<file path="config.mk">
export PLATFORM = sky130hd
export DESIGN_NAME = uart_rx
export DESIGN_NICKNAME = d
export VERILOG_FILES = /design/src/rtl/uart_pkg.sv /design/src/rtl/uart_sync2.sv /design/src/rtl/uart_rx.sv
export SDC_FILE = /design/constraint.sdc
export NUM_CORES = 1
export LEC_CHECK = 0
export ABC_AREA = 1
export BUFFER_PORTS_ARGS = -buffer_cell sky130_fd_sc_hd__buf_2
export CAP_MARGIN = 10
export CORE_UTILIZATION = 31
export CTS_CLUSTER_DIAMETER = 50
export DETAILED_ROUTE_END_ITERATION = 16
export GPL_ROUTABILITY_DRIVEN = 0
export GPL_TIMING_DRIVEN = 0
export PLACE_DENSITY = 0.47
export SETUP_SLACK_MARGIN = 0.05
export SYNTH_ARGS = -nofsm -noshare
export SYNTH_HDL_FRONTEND = slang
export SYNTH_HIERARCHICAL = 1
export SYNTH_SLANG_ARGS = --single-unit
export TNS_END_PERCENT = 1
</file>
<file path="constraint.sdc">
create_clock -name clk_100 -period 2.1 [get_ports clk_100]
set_clock_uncertainty 0.05 [all_clocks]
set_input_delay 0.105 -clock clk_100 [delete_from_list [all_inputs] [get_ports clk_100]]
set_output_delay 0.105 -clock clk_100 [all_outputs]
set_load 0.02 [all_outputs]
</file>
<file path="src/rtl/uart_pkg.sv">
// Shared UART definitions: default bit timing and receiver/transmitter state encoding.
package uart_pkg;

  // 9600 baud from a 100 MHz clock.
  localparam int unsigned CLKS_PER_BIT_DEF = 10416;
  localparam int unsigned HALF_BIT_DEF     = CLKS_PER_BIT_DEF / 2;

  localparam int unsigned CNT_W  = 16;
  localparam int unsigned DATA_W = 8;

  typedef enum logic [1:0] {
    StIdle  = 2'd0,
    StStart = 2'd1,
    StData  = 2'd2,
    StStop  = 2'd3
  } uart_state_e;

endpackage

</file>
<file path="src/rtl/uart_sync2.sv">
// Two-flop synchronizer for a single asynchronous input bit.
module uart_sync2 #(
  parameter logic RESET_VAL = 1'b1
) (
  input  logic clk,
  input  logic rst_n,
  input  logic d,
  output logic q
);

  logic meta_q;
  logic sync_q;

  // Two back-to-back flops; the first may go metastable, the second settles it.
  always_ff @(posedge clk or negedge rst_n) begin
    if (!rst_n) begin
      meta_q <= RESET_VAL;
      sync_q <= RESET_VAL;
    end else begin
      meta_q <= d;
      sync_q <= meta_q;
    end
  end

  assign q = sync_q;

endmodule

</file>
<file path="src/rtl/uart_rx.sv">
// UART receiver, 8N1, LSB first, with a one-entry output register and
// ready/ack handshake, framing-error and sticky overrun flags.
module uart_rx
  import uart_pkg::*;
#(
  parameter int unsigned CLKS_PER_BIT = CLKS_PER_BIT_DEF,
  parameter int unsigned HALF_BIT     = CLKS_PER_BIT / 2
) (
  input  logic       clk_100,
  input  logic       clr_n,
  input  logic       rx,
  input  logic       ack,
  output logic [7:0] data_out,
  output logic       ready,
  output logic       frame_err,
  output logic       overrun,
  output logic       led_rx
);

  localparam logic [CNT_W-1:0] BitLast  = CNT_W'(CLKS_PER_BIT - 1);
  localparam logic [CNT_W-1:0] HalfLast = CNT_W'(HALF_BIT - 1);

  logic              rx_s;
  uart_state_e       state_q, state_d;
  logic [CNT_W-1:0]  cnt_q, cnt_d;
  logic [2:0]        idx_q, idx_d;
  logic [DATA_W-1:0] shift_q, shift_d;
  logic [DATA_W-1:0] data_q, data_d;
  logic              ready_q, ready_d;
  logic              ferr_q, ferr_d;
  logic              ovr_q, ovr_d;

  uart_sync2 #(
    .RESET_VAL (1'b1)
  ) u_sync (
    .clk   (clk_100),
    .rst_n (clr_n),
    .d     (rx),
    .q     (rx_s)
  );

  // State and datapath registers, all cleared asynchronously.
  always_ff @(posedge clk_100 or negedge clr_n) begin
    if (!clr_n) begin
      state_q <= StIdle;
      cnt_q   <= '0;
      idx_q   <= '0;
      shift_q <= '0;
      data_q  <= '0;
      ready_q <= 1'b0;
      ferr_q  <= 1'b0;
      ovr_q   <= 1'b0;
    end else begin
      state_q <= state_d;
      cnt_q   <= cnt_d;
      idx_q   <= idx_d;
      shift_q <= shift_d;
      data_q  <= data_d;
      ready_q <= ready_d;
      ferr_q  <= ferr_d;
      ovr_q   <= ovr_d;
    end
  end

  // Next-state: frame FSM plus the consumer handshake.
  always_comb begin
    state_d = state_q;
    cnt_d   = cnt_q;
    idx_d   = idx_q;
    shift_d = shift_q;
    data_d  = data_q;
    ready_d = ready_q;
    ferr_d  = ferr_q;
    ovr_d   = ovr_q;

    // Ack only counts while a byte is pending; overrun implies ready, so it clears too.
    if (ack && ready_q) begin
      ready_d = 1'b0;
      ovr_d   = 1'b0;
    end

    unique case (state_q)
      StIdle: begin
        cnt_d = '0;
        if (!rx_s) begin
          state_d = StStart;
        end
      end

      StStart: begin
        if (cnt_q == HalfLast) begin
          cnt_d = '0;
          idx_d = '0;
          // Line back high at mid start bit: treat as a glitch.
          state_d = rx_s ? StIdle : StData;
        end else begin
          cnt_d = cnt_q + 1'b1;
        end
      end

      StData: begin
        if (cnt_q == BitLast) begin
          cnt_d   = '0;
          shift_d = {rx_s, shift_q[DATA_W-1:1]};
          idx_d   = idx_q + 3'd1;
          if (idx_q == 3'd7) begin
            state_d = StStop;
          end
        end else begin
          cnt_d = cnt_q + 1'b1;
        end
      end

      StStop: begin
        if (cnt_q == BitLast) begin
          cnt_d   = '0;
          state_d = StIdle;
          if (rx_s) begin
            data_d  = shift_q;
            ferr_d  = 1'b0;
            // A new byte overrides a same-cycle ack; without ack it overwrites.
            if (ready_q && !ack) begin
              ovr_d = 1'b1;
            end
            ready_d = 1'b1;
          end else begin
            ferr_d = 1'b1;
          end
        end else begin
          cnt_d = cnt_q + 1'b1;
        end
      end

      default: begin
        state_d = StIdle;
        cnt_d   = '0;
      end
    endcase
  end

  assign data_out  = data_q;
  assign ready     = ready_q;
  assign frame_err = ferr_q;
  assign overrun   = ovr_q;
  assign led_rx    = (state_q != StIdle);

endmodule
</file>
==> metrics.md, run 1 <==
| Metric | Value |
|---|---|
| Status | finished clean |
| Post-synth top area share | 0.489 |
| Ant. Diodes | 0 |
| Placed cells | 329 |
| Reg power frac | 0.497 |
| Commonest non-fill, non-tap cell in the layout | nand2_1 |
| DRT antenna net count | 0 |
| Period minus WS final | 1.72 ns |
| RSZ-0062 raised after global routing | no |
| Yosys reg bits | 42 |
| Clock Sinks | 42 |
| Max Buffers Root-to-Sink | 2 |
| Core box area | ~6300 um^2 |
| Port buffer count | 15 |
| HPWL after DPL | 3030 um |
| Area of the die | 6940 um^2 |
| Relative slew slack | 0.358 |
| GR Overflow Total | 0 |
| Yosys Warn Count | 6 |
| Final setup viols | 0 |
| Min Hold Slack | around 0.31 ns |
| Final Hold Fails | 0 |
| VDD IR max | 0.376 mV |
| Post-cts hold buffer count | 3 |
| Rows | 29 |
| DRT Pass-1 Iters | 4 |
| Initial antenna violation count | 0 |
| Setup tns final | 0 ns |
| Yosys cell types | 28 |
| Syn_nets | 244 |
| Area delta synth->final | 16.8% |
| WL final | 4230 um |
| Hold Path Class | flop to flop |
| Post-CTS sizing | 0 |
| Most frequent cells in the layout | 54 x nand2_1, 40 x dfrtp_1, 34 x nor2_1 |
| Area leader, netlist | dfrtp_1 |
| Clock Pin Slew Worst Setup and Hold Paths | 0.08 ns |
| Die width | 83.3 um |
| CTS Buf Count | 5 |
| Vias | 1572 |
| Synth Area per Inst | 8.64 um^2 |
| Clk root buf | clkbuf_8 |
| DRT iter0 DRCs | 67 |
| Post-synthesis sequential area ratio | 0.514 |
| Synth top area cells | dfrtp_1 49%, nand2_1 9.9%, nor2_1 6.2% |
| Tot Pwr | 1.64 mW |
| Gate power share | 0.018 |
| Post-CTS setup buffers | 0 |
| Cell area after technology mapping | 2050 um^2 |
| Psw | 0.312 mW |
| Max Cap Violations | 0 |
| Non-filler cells, final | 340 |
| Final instance area | 2390 um^2 |
| CTS tree | built |
| Pwr Density | 686 nW/um^2 |
| DR WL/cell | 12.4 um |
| Synth Instances | 237 |
| Fin util | 0.377 |
| # IOs | 16 |
| Crit path required time | 2.24 ns |
| DRC Markers | 0 |
| PnR worst setup slack | 0.377 ns |
| R2r setup slk | 0.38 ns |
| Placed Area | 2220 um^2 |
| Starting Density | 0.323 |
| Share of power burned in the clock network | 0.485 |
| Vias/cell | ~4.6 |
| Pins Over Slew Limit | 0 |
| Max H-tree Level | 2 |
| CP max FO | 4 |
| Layout cells sized above 1 | 0.194 |
| Sw Share | 0.190 |
| Worst-Margin Slew | a little under 1 ns |
| Fmax | 580 MHz |
| P_int | 1.33 mW |
| Vias in the first global route | 1578 |
| Dpl ws | approximately 0.40 ns |
| Critical path type | flop to flop |
| CP Launch Type | flop |
| GRT Total Usage | 0.138 |
| WP data arrival | 1.86 ns |
| Worst setup EP type | flop |
| Die height | roughly 83 um |
| Worst skew pair latency | 0.30 ns |
| Pleak | 1.11 nW |
| Fin crit share | 0.821 |
| Fin nets | 269 |
| First-pass GRT wire length | 7540 um |
| Largest net degree at the start of global routing | 43 |
==> metal layers <==
metal / up-vias / share of wire / track usage
li1: 816 / - / -
met1: 726 / 0.52 / 0.197
met2: 23 / 0.43 / 0.200
met3: 7 / 0.037 / 0.0328
met4: 0 / 0.017 / 0.0580
met5: - / 0 / 0
==> cell type report <==
class                           count  area, um^2
Fill cell                         638        3960
Clock inverter                      2        60.1
Timing Repair Buffer               18         105
Sequential cell                    42        1050
Multi-Input combinational cell    165         873
Clock buffer                        6        82.6
Tap cell                           77        96.3
Buffer                              2        16.3
Inverter                           28         105
==> final timing paths <==
check	startpoint	end	cells after the start
max in group asynchronous	clr_n	cnt_q[13]	2
max	cnt_q[0]	cnt_q[12]	10
max reg2reg	cnt_q[0]	cnt_q[12]	10
min in group asynchronous	clr_n	ready	2
min	u_sync/meta_q	u_sync/q	0
min reg2reg	u_sync/meta_q	u_sync/q	0
==> cell families after synthesis <==
logic type / count (synthesis) / share of synthesized area
simple gates: 119 / 0.271
flops: 42 / 0.514
compound gates: 39 / 0.120
buf+inv: 30 / 0.0593
xor+xnor: 4 / 0.0171
fa+ha+maj: 3 / 0.0183
==> synth_stat cells <==
master     n
nand3_4    1
dfrtp_1   40
o21a_1     1
o21ai_1    2
nand2_4    2
dfstp_2    2
nor2_1    34
xor2_1     3
nand4_1    8
buf_2      1
o21ai_0   11
buf_6      1
xnor2_1    1
nor2_2     3
a21boi_0   1
nand2_2    2
nor2_4     2
o21ai_2    9
a21oi_1   13
o211ai_2   1
nand2_1   54
ha_1       3
nand3_1    9
inv_1     25
o41ai_1    1
nor3_1     3
inv_2      3
nand4_4    1
==> power groups by stage <==
stage | combinational, mW | clock, mW | sequential, mW
6_report | 0.0289 | 0.796 | 0.815
5_1_grt | 0.0341 | 0.857 | 0.816
4_1_cts | 0.0301 | 0.818 | 0.816
3_5_place_dp | 0.0259 | 0 | 0.832
3_3_place_gp | 0.0260 | 0 | 0.831
2_1_floorplan | 0.00217 | 0 | 0.833
==> state kept, by name, indices dropped and copies added, names as in the netlist, named ones only <==
register / cells
cnt_q: 16
data_out: 8
shift_q: 8
idx_q: 3
frame_err: 1
ready: 1
state_q: 1
u_sync/meta_q: 1
u_sync/q: 1
==> worst max-delay path, cell delays in order (launching register included) <==
cell and delay, ns:
dfrtp_1 0.37, ha_1 0.19, nand2_1 0.08, nor2_1 0.13, nand3_1 0.12, nor2_2 0.18
nand2_1 0.15, nor2_1 0.16, nand2_1 0.07, nand2_1 0.06, nor2_1 0.04
Note: power is estimated with default switching activity, not from simulation.
==> run 2, diff against run 1 <==
- clock period: 2.1 -> 1.8 ns (I/O delays scaled with it)
==> metrics.md, run 2 (synthesized netlist as in run 1, its figures left out) <==
| Metric | Value |
|---|---|
| Fin nets | 272 |
| Clk root buf | clkbuf_8 |
| Vias/cell | roughly 4.7 |
| Final instance area | roughly 2500 um^2 |
| First-pass GRT wire length | 7540 um |
| Crit-path slowest cell | dfrtp_1 |
| Relative slew slack | 0.362 |
| Ant. Diodes | 0 |
| Pleak | ~1.1 nW |
| DRT Pass-1 Iters | 4 |
| Fmax | between 600 and 700 MHz |
| Status | finished clean |
| Worst-Margin Slew | between 0.9 and 1 ns |
| Commonest non-fill, non-tap cell in the layout | nand2_1 |
| P_int | 1.55 mW |
| Vias in the first global route | 1578 |
| Max Cap Violations | 0 |
| Worst setup EP type | flop |
| R2r setup slk | 0.21 ns |
| Final Hold Fails | 0 |
| Period minus WS final | approximately 1.6 ns |
| Die width | about 83 um |
| Most frequent cells in the layout | 53 x nand2_1, 40 x dfrtp_1, 30 x nor2_1 |
| Hold path cells | 0 |
| Max H-tree Level | 2 |
| GR Overflow Total | 0 |
| CP delay by family, top | simple AND/OR/NAND/NOR gates |
| Register with the most flip-flops | cnt_q |
| Clock Pin Slew Worst Setup and Hold Paths | 0.08 ns |
| Max reg flops | 16 |
| Max Buffers Root-to-Sink | 2 |
| Worst skew pair latency | ~0.29 ns |
| Hold Path Class | flop to flop |
| Crit path required time | 1.94 ns |
| Pins Over Slew Limit | 0 |
| R2r worst-path depth | 10 |
| HPWL after DPL | 3030 um |
| Rows | 29 |
| Psw | 0.363 mW |
| GRT Total Usage | 0.138 |
| Area of the die | 6940 um^2 |
| Port buffer count | 15 |
| Setup tns final | 0 ns |
| DR WL/cell | 12.5 um |
| CP max FO | 4 |
| Buf+Inv Stages, Crit Path | 0 |
| WL final | 4300 um |
| Most frequent CP cell | nand2_1 |
| Core box area | 6350 um^2 |
| DRT iter0 DRCs | 69 |
| Largest net degree at the start of global routing | 43 |
| Pwr Density | approximately 770 nW/um^2 |
| Reg power frac | 0.497 |
| Clock Sinks | 42 |
| WP data arrival | 1.73 ns |
| Placed Area | 2220 um^2 |
| Worst hold endpoint | u_sync/q |
| Final setup viols | 0 |
| Fin crit share | 0.885 |
| CP Launch Type | flop |
| Hold_sp | u_sync/meta_q |
| Critical Path Max Stage Delay | 0.41 ns |
| Area delta synth->final | 20.5% |
| Die height | 83.3 um |
| Layout cells sized above 1 | 0.237 |
| RR Endpoint | cnt_q[12] |
| Vias | 1595 |
| Crit-path cells | ha_4 > nand2_1 > nor2_2 > nand3_2 > nor2_4 > nand2_1 > nor2_2 > nand2_1 > nand2_1 > nor2_1 |
| Sw Share | 0.190 |
| DRT antenna net count | 0 |
| Tot Pwr | 1.91 mW |
| Gate power share | 0.018 |
| Critical path type | flop to flop |
| Share of power burned in the clock network | 0.485 |
| DRC Markers | 0 |
| Initial antenna violation count | 0 |
| VDD IR max | about 0.45 mV |
| CTS tree | built |
| # IOs | 16 |
| Starting Density | 0.323 |
| RSZ-0062 raised after global routing | no |
| CTS Buf Count | 5 |
| Crit Reg-Reg Startpoint | cnt_q[0] |
-- run 2: cell count changes in the layout (fill, tap and decap cells not counted), sizes merged --
| cell | change |
|---|---|
| buf | +3 |
-- run 2: through the flow --
stage / worst slack [ns] / util / std cells / hold slack (ns)
global route: 0.0525 / 0.389 / 343 / 0.318
floorplan: 0.323 / - / 237 / -0.256
finish: 0.207 / 0.389 / 343 / 0.309
detailed placement: 0.0950 / 0.350 / 329 / 0.147
global placement: 0.0895 / 0.350 / 329 / 0.146
CTS: 0.0787 / 0.377 / 340 / 0.310
-- run 2: final cells by class --
class | instances | area, um^2
flip-flops and latches | 42 | 1050
multi-input cells | 165 | 927
plain buffers | 2 | 16.3
repair buffers | 21 | 128
inverters | 28 | 105
clock inverters | 2 | 60.1
clock buffers | 6 | 82.6
fillers | 626 | 3880
well taps | 77 | 96.3
-- run 2: how the worst max path moves through the flow --
stage	startpoint	to	depth (start not counted)
after floorplan	cnt_q[0]	frame_err	6
after global placement	cnt_q[0]	frame_err	6
after detailed placement	cnt_q[0]	frame_err	6
after CTS	cnt_q[0]	cnt_q[12]	10
after global routing	cnt_q[7]	flop	9
final	cnt_q[0]	cnt_q[12]	10
-- run 2: what timing repair did --
action                                  in CTS  in global routing
resized for setup                            0                 13
endpoints found under the hold margin       43                  0
buffers inserted                             0                  3
endpoints found under the setup margin       0                 27
hold buffers                                 3                  0
-- run 2: per-layer routing --
layer	up-vias	global-route usage	wire length [um]
li1	818	-	-
met5	-	0	0
met3	7	0.0328	127
met2	25	0.200	1860
met4	0	0.0580	70
met1	745	0.197	2240
-- run 2: power groups by stage --
stage / Sequential, mW / Clock (mW) / Combinational (mW)
2_1_floorplan: 0.972 / 0 / 0.00253
3_3_place_gp: 0.970 / 0 / 0.0303
3_5_place_dp: 0.970 / 0 / 0.0302
4_1_cts: 0.952 / 0.955 / 0.0352
5_1_grt: 0.952 / 1.00 / 0.0397
6_report: 0.951 / 0.928 / 0.0335
